[src/rtl/serial_adder_pkg.sv]
`default_nettype none
// ============================================================================
//  Module   : serial_adder_pkg
//  Purpose  : Shared state encoding and sizing helper for the bit-serial adder.
//  Revision : 1.0  initial release
// ============================================================================
package serial_adder_pkg;

   localparam int ST_W = 2;

   typedef enum logic [ST_W-1:0] {
      IDLE = 2'd0,
      RUN  = 2'd1,
      DONE = 2'd2
   } state_t;

   // Bit counter width, never below one bit so degenerate widths stay legal.
   function automatic int cnt_width(input int w);
      return (w < 2) ? 1 : $clog2(w);
   endfunction

endpackage
`default_nettype wire

[src/rtl/serial_adder_fa_cell.sv]
`default_nettype none
// ============================================================================
//  Module   : fa_cell
//  Purpose  : Combinational 1-bit full adder driven by the serial sequencer.
//  Revision : 1.0  initial release
// ============================================================================
module fa_cell (
   input  logic a,
   input  logic b,
   input  logic cin,
   output logic sum,
   output logic cout
);

   assign sum  = a ^ b ^ cin;
   assign cout = (a & b) | (a & cin) | (b & cin);

endmodule
`default_nettype wire

[src/rtl/serial_adder.sv]
`default_nettype none
// ============================================================================
//  Module   : serial_adder
//  Purpose  : Bit-serial ripple adder, LSB first, one bit per clock through a
//             single full-adder cell; valid/ready on both sides.
//             Optional signed overflow output: define SERIAL_ADDER_OVF_EN.
//  Revision : 1.0  initial release
// ============================================================================
module serial_adder
   import serial_adder_pkg::*;
#(
   parameter int WIDTH = 8
) (
   input  logic             clk,
   input  logic             areset,
   input  logic             in_valid,
   output logic             in_ready,
   input  logic [WIDTH-1:0] in_a,
   input  logic [WIDTH-1:0] in_b,
   input  logic             in_cin,
   output logic             out_valid,
   input  logic             out_ready,
   output logic [WIDTH-1:0] out_sum,
`ifdef SERIAL_ADDER_OVF_EN
   output logic             out_ovf,
`endif
   output logic             out_cout
);

   localparam int               C_CNT_W = cnt_width(WIDTH);
   localparam logic [C_CNT_W-1:0] C_LAST = C_CNT_W'(WIDTH - 1);
   localparam logic [C_CNT_W-1:0] C_ONE  = C_CNT_W'(1);

   state_t             r_state;
   state_t             w_state_nxt;
   logic [WIDTH-1:0]   r_a_sr;
   logic [WIDTH-1:0]   r_b_sr;
   logic [WIDTH-1:0]   r_sum;
   logic               r_carry;
   logic               r_cout;
   logic [C_CNT_W-1:0] r_cnt;
   logic               w_accept;
   logic               w_last;
   logic               w_cell_sum;
   logic               w_cell_cout;

   assign in_ready  = (r_state == IDLE);
   assign out_valid = (r_state == DONE);
   assign out_sum   = r_sum;
   assign out_cout  = r_cout;
   assign w_accept  = in_valid && in_ready;
   assign w_last    = (r_state == RUN) && (r_cnt == C_LAST);

   fa_cell u_fa_cell (
      .a    (r_a_sr[0]),
      .b    (r_b_sr[0]),
      .cin  (r_carry),
      .sum  (w_cell_sum),
      .cout (w_cell_cout)
   );

   always_comb begin
      w_state_nxt = r_state;
      case (r_state)
         IDLE:    if (w_accept)  w_state_nxt = RUN;
         RUN:     if (w_last)    w_state_nxt = DONE;
         DONE:    if (out_ready) w_state_nxt = IDLE;
         default:                w_state_nxt = IDLE;
      endcase
   end

   always_ff @(posedge clk or posedge areset) begin
      if (areset) begin
         r_state <= IDLE;
      end else begin
         r_state <= w_state_nxt;
      end
   end

   // Sum bits enter at the MSB so bit 0 lands at the LSB after WIDTH shifts.
   always_ff @(posedge clk or posedge areset) begin
      if (areset) begin
         r_a_sr  <= '0;
         r_b_sr  <= '0;
         r_sum   <= '0;
         r_carry <= 1'b0;
         r_cout  <= 1'b0;
         r_cnt   <= '0;
      end else if (w_accept) begin
         r_a_sr  <= in_a;
         r_b_sr  <= in_b;
         r_carry <= in_cin;
         r_cnt   <= '0;
      end else if (r_state == RUN) begin
         r_sum   <= {w_cell_sum, r_sum[WIDTH-1:1]};
         r_carry <= w_cell_cout;
         r_a_sr  <= r_a_sr >> 1;
         r_b_sr  <= r_b_sr >> 1;
         r_cnt   <= r_cnt + C_ONE;
         if (w_last) begin
            r_cout <= w_cell_cout;
         end
      end
   end

`ifdef SERIAL_ADDER_OVF_EN
   logic r_cmsb;

   // Carry entering the MSB is the cell's carry-in on the final bit.
   always_ff @(posedge clk or posedge areset) begin
      if (areset) begin
         r_cmsb <= 1'b0;
      end else if (w_last) begin
         r_cmsb <= r_carry;
      end
   end

   assign out_ovf = r_cmsb ^ r_cout;
`endif

endmodule
`default_nettype wire

[config.mk]
export PLATFORM = sky130hd
export DESIGN_NAME = serial_adder
export DESIGN_NICKNAME = d
export VERILOG_FILES = /design/src/rtl/serial_adder_pkg.sv /design/src/rtl/serial_adder_fa_cell.sv /design/src/rtl/serial_adder.sv
export SDC_FILE = /design/constraint.sdc
export NUM_CORES = 1
export LEC_CHECK = 0
export CAP_MARGIN = 15
export CELL_PAD_IN_SITES_DETAIL_PLACEMENT = 1
export CELL_PAD_IN_SITES_GLOBAL_PLACEMENT = 1
export CORE_ASPECT_RATIO = 1.75
export CORE_UTILIZATION = 40
export CTS_BUF_LIST = sky130_fd_sc_hd__clkbuf_8
export CTS_CLUSTER_DIAMETER = 200
export DETAILED_ROUTE_END_ITERATION = 7
export GPL_ROUTABILITY_DRIVEN = 0
export GPL_TIMING_DRIVEN = 0
export PLACE_DENSITY = 0.81
export SETUP_SLACK_MARGIN = 0.1
export SLEW_MARGIN = 25
export SYNTH_ARGS = -nofsm -noshare
export SYNTH_HDL_FRONTEND = slang
export SYNTH_SLANG_ARGS = --single-unit
[constraint.sdc]
create_clock -name clk -period 4.3 [get_ports clk]
set_clock_uncertainty 0.15 [all_clocks]
set_input_delay 0.43 -clock clk [delete_from_list [all_inputs] [get_ports clk]]
set_output_delay 0.43 -clock clk [all_outputs]
set_load 0.01 [all_outputs]
==> metrics.md <==
| Metric | Value |
|---|---|
| Status | complete, no violations |
| Grt ovf | 0 |
| Critical path class | reg2out |
| Die height | 80.8 um |
| Die Footprint | ~3800 sq um |
| Post-synth net total | 166 |
| Cells after DPL | 218 |
| H-tree Lvls | 2 |
| Die Width | 47 um |
| Yosys Warn Count | 0 |
| DRT Pass-1 Iters | 4 |
| Worst Hold Class | reg2reg |
| Achievable frequency | 408 MHz |
| Largest net degree at the start of global routing | 32 |
| First-pass GRT wire length | 6150 um |
| Relative slew slack | 57.0% |
| CP required | between 3 and 4 ns |
| Initial antenna violation count | 0 |
| Fin util | 55.1% |
| Vias in the first global route | 1,328 |
| Post-DRT Antenna Nets | 0 |
| WP data arrival | around 1.9 ns |
| DRC viols | 0 |
| DP Wirelength | 2640 um |
| Worst setup EP type | primary output |
| Avg Inst Size Synth | 9.98 sq um |
| PortBufs | 31 |
| Avg WL per Cell | 16.2 um |
| Buffer depth of the longest clock path | 2 |
| Register area share after synthesis | a little over half |
| Pwr dens | 714 nW/um^2 |
| Max Cap Violations | 0 |
| Unrepaired setup endpoints after global routing | no |
| Initial core utilization | 41.7% |
| Core Box Area | ~3400 sq um |
| CTS tree | done |
| WL final | 3650 um |
| Worst slew pin tran | 0.644 ns |
| Fin. max-slew vios | 0 |
| Peak VDD IR | between 0.3 and 0.4 mV |
| Period utilization | 56.9% |
| Hold_buf cts | 0 |
| Sink Count | 31 |
| Crit path launch type | register |
| Layout cells sized above 1 | between 10% and 20% |
| Net count, final | 204 |
| Fillers | 405 |
| Num CTS Buffers | 5 |
| Mapped cell area | between 1000 and 1500 sq um |
| Worst-path clk slew | 0.06 ns |
| CP max FO | 8 |
| Final hold viol count | 0 |
| Setup-failing EPs final | 0 |
| Final min period | 2.45 ns |
| Post-CTS Setup Bufs | 0 |
| WHS | 0.322 ns |
| Row cnt | 28 |
| Clk_lat worst skew | 0.28 ns |
| I/O pin cnt | 32 |
| Reg area | roughly 780 sq um |
| Finished Layout Cells | approximately 230 |
| Setup TNS | 0 ns |
| CTS root buf | clkbuf_8 |
| Synth Register Bits | 31 |
| Multi-input gate area | 561 sq um |
| Post-Syn Instances | 142 |
| Tot GR Track Use | 23.0% |
| Area Overhead vs Synth | 32.0% |
| Netlist cell types | 27 |
| Via count | 1,218 |
| Vias per Instance | 5.41 |
| Ant diodes | 0 |
| P_leak | 0.000819 uW |
| Starting DRT DRC Count | 25 |
| # resized after CTS | 0 |
Yosys cell counts, drive strengths merged:
| master | n | share of area, % |
|---|---|---|
| dfrtp | 31 | 55 |
| nor2 | 6 | 1.8 |
| ha | 2 | 1.8 |
| buf | 10 | 4.1 |
| nand2 | 27 | 7.1 |
| fa | 1 | 1.4 |
| o22a | 3 | 1.9 |
| nor3b | 3 | 1.6 |
| mux2 | 1 | 0.79 |
| a22o | 2 | 1.2 |
| o21ai | 5 | 1.8 |
| inv | 6 | 1.6 |
| nor2b | 6 | 2.8 |
| o22ai | 14 | 6.2 |
| o221a | 2 | 1.6 |
| a21oi | 12 | 4.2 |
| a221oi | 3 | 1.9 |
| o31ai | 1 | 0.53 |
| nor3 | 3 | 1.1 |
| nand2b | 2 | 0.88 |
| nand3b | 2 | 1.1 |
cells by family after synthesis:
kind of cell             Yosys count  synth area share, %
AND/OR/NAND/NOR                   49                 16.3
AO/OA/AOI/OAI                     42                 19.2
buffers and inverters             16                 5.74
multiplexers                       1                0.794
adder cells (fa/ha/maj)            3                 3.18
flip-flops                        31                 54.7
placed cells by master (no fill, tap or decap), types with 2 or more instances in the layout:
master	count
nor3b_1	3
clkbuf_8	6
a221oi_1	3
nand2b_1	2
clkdlybuf4s50_1	31
dfrtp_1	31
o221a_2	2
nand2_1	27
nor2_1	5
o21ai_0	4
ha_1	2
inv_1	4
a21oi_1	12
o22a_1	3
nor3_1	3
o22ai_1	14
nand3b_1	2
buf_2	8
a22o_1	2
inv_2	2
nor2b_1	5
report_power, final:
part / internal (uW) / leakage, uW / switching [uW] / total (uW)
Combinational: 283 / 0.000404 / 301 / 584
Clock: 125 / 0.0000470 / 107 / 232
Sequential: 427 / 0.000368 / 92.4 / 520
Total: 835 / 0.000819 / 501 / 1340
per-layer routing:
metal  up-vias  global-route usage, %  wire [um]
met1       610                   25.8       1420
met5         -                      0          0
met4         0                   6.86         52
li1        570                      -          -
met2        31                   40.8       2040
met3         7                   5.78        134
stage by stage:
stage / worst slack (ns) / power, uW / area, sq um
floorplan: 2.89 / 882 / 1420
global placement: 2.21 / 1070 / 1780
detailed placement: 2.18 / 1110 / 1780
CTS: 1.86 / 1350 / 1870
global route: 1.82 / 1440 / 1870
finish: 1.85 / 1340 / 1870
path summary, 6_finish.rpt:
kind / startpoint / slack (ns) / cells after the start / end
min reg2reg: out_sum[0] / 0.32 / 2 / out_sum[0]
min: out_sum[0] / 0.32 / 2 / out_sum[0]
max: r_state[0] / 1.85 / 3 / in_ready
min in group asynchronous: areset / 0.41 / 2 / out_sum[6]
max reg2reg: r_cnt[0] / 2.77 / 4 / out_cout
max in group asynchronous: areset / 3.17 / 2 / r_state[1]
layout make-up:
cell class | instances | area share (%)
Sequential cell | 31 | 41.4
Multi-Input combinational cell | 95 | 29.9
Timing Repair Buffer | 31 | 16.6
Clock buffer | 6 | 4.41
Buffer | 10 | 3.14
Tap cell | 45 | 3.01
Inverter | 6 | 1.20
Clock inverter | 1 | 0.267
registers in the layout, indices dropped and copies added (netlist names):
| register | count |
|---|---|
| out_cout | 1 |
| r_carry | 1 |
| out_sum | 8 |
| r_cnt | 3 |
| r_a_sr | 8 |
| r_b_sr | 8 |
| r_state | 2 |
critical path: stages, from the launching register on:
cell and delay [ns]:
dfrtp_1 0.35, buf_2 0.16, nor2_1 0.44, clkdlybuf4s50_1 0.64
No activity file was read; power rests on OpenSTA's default activity.
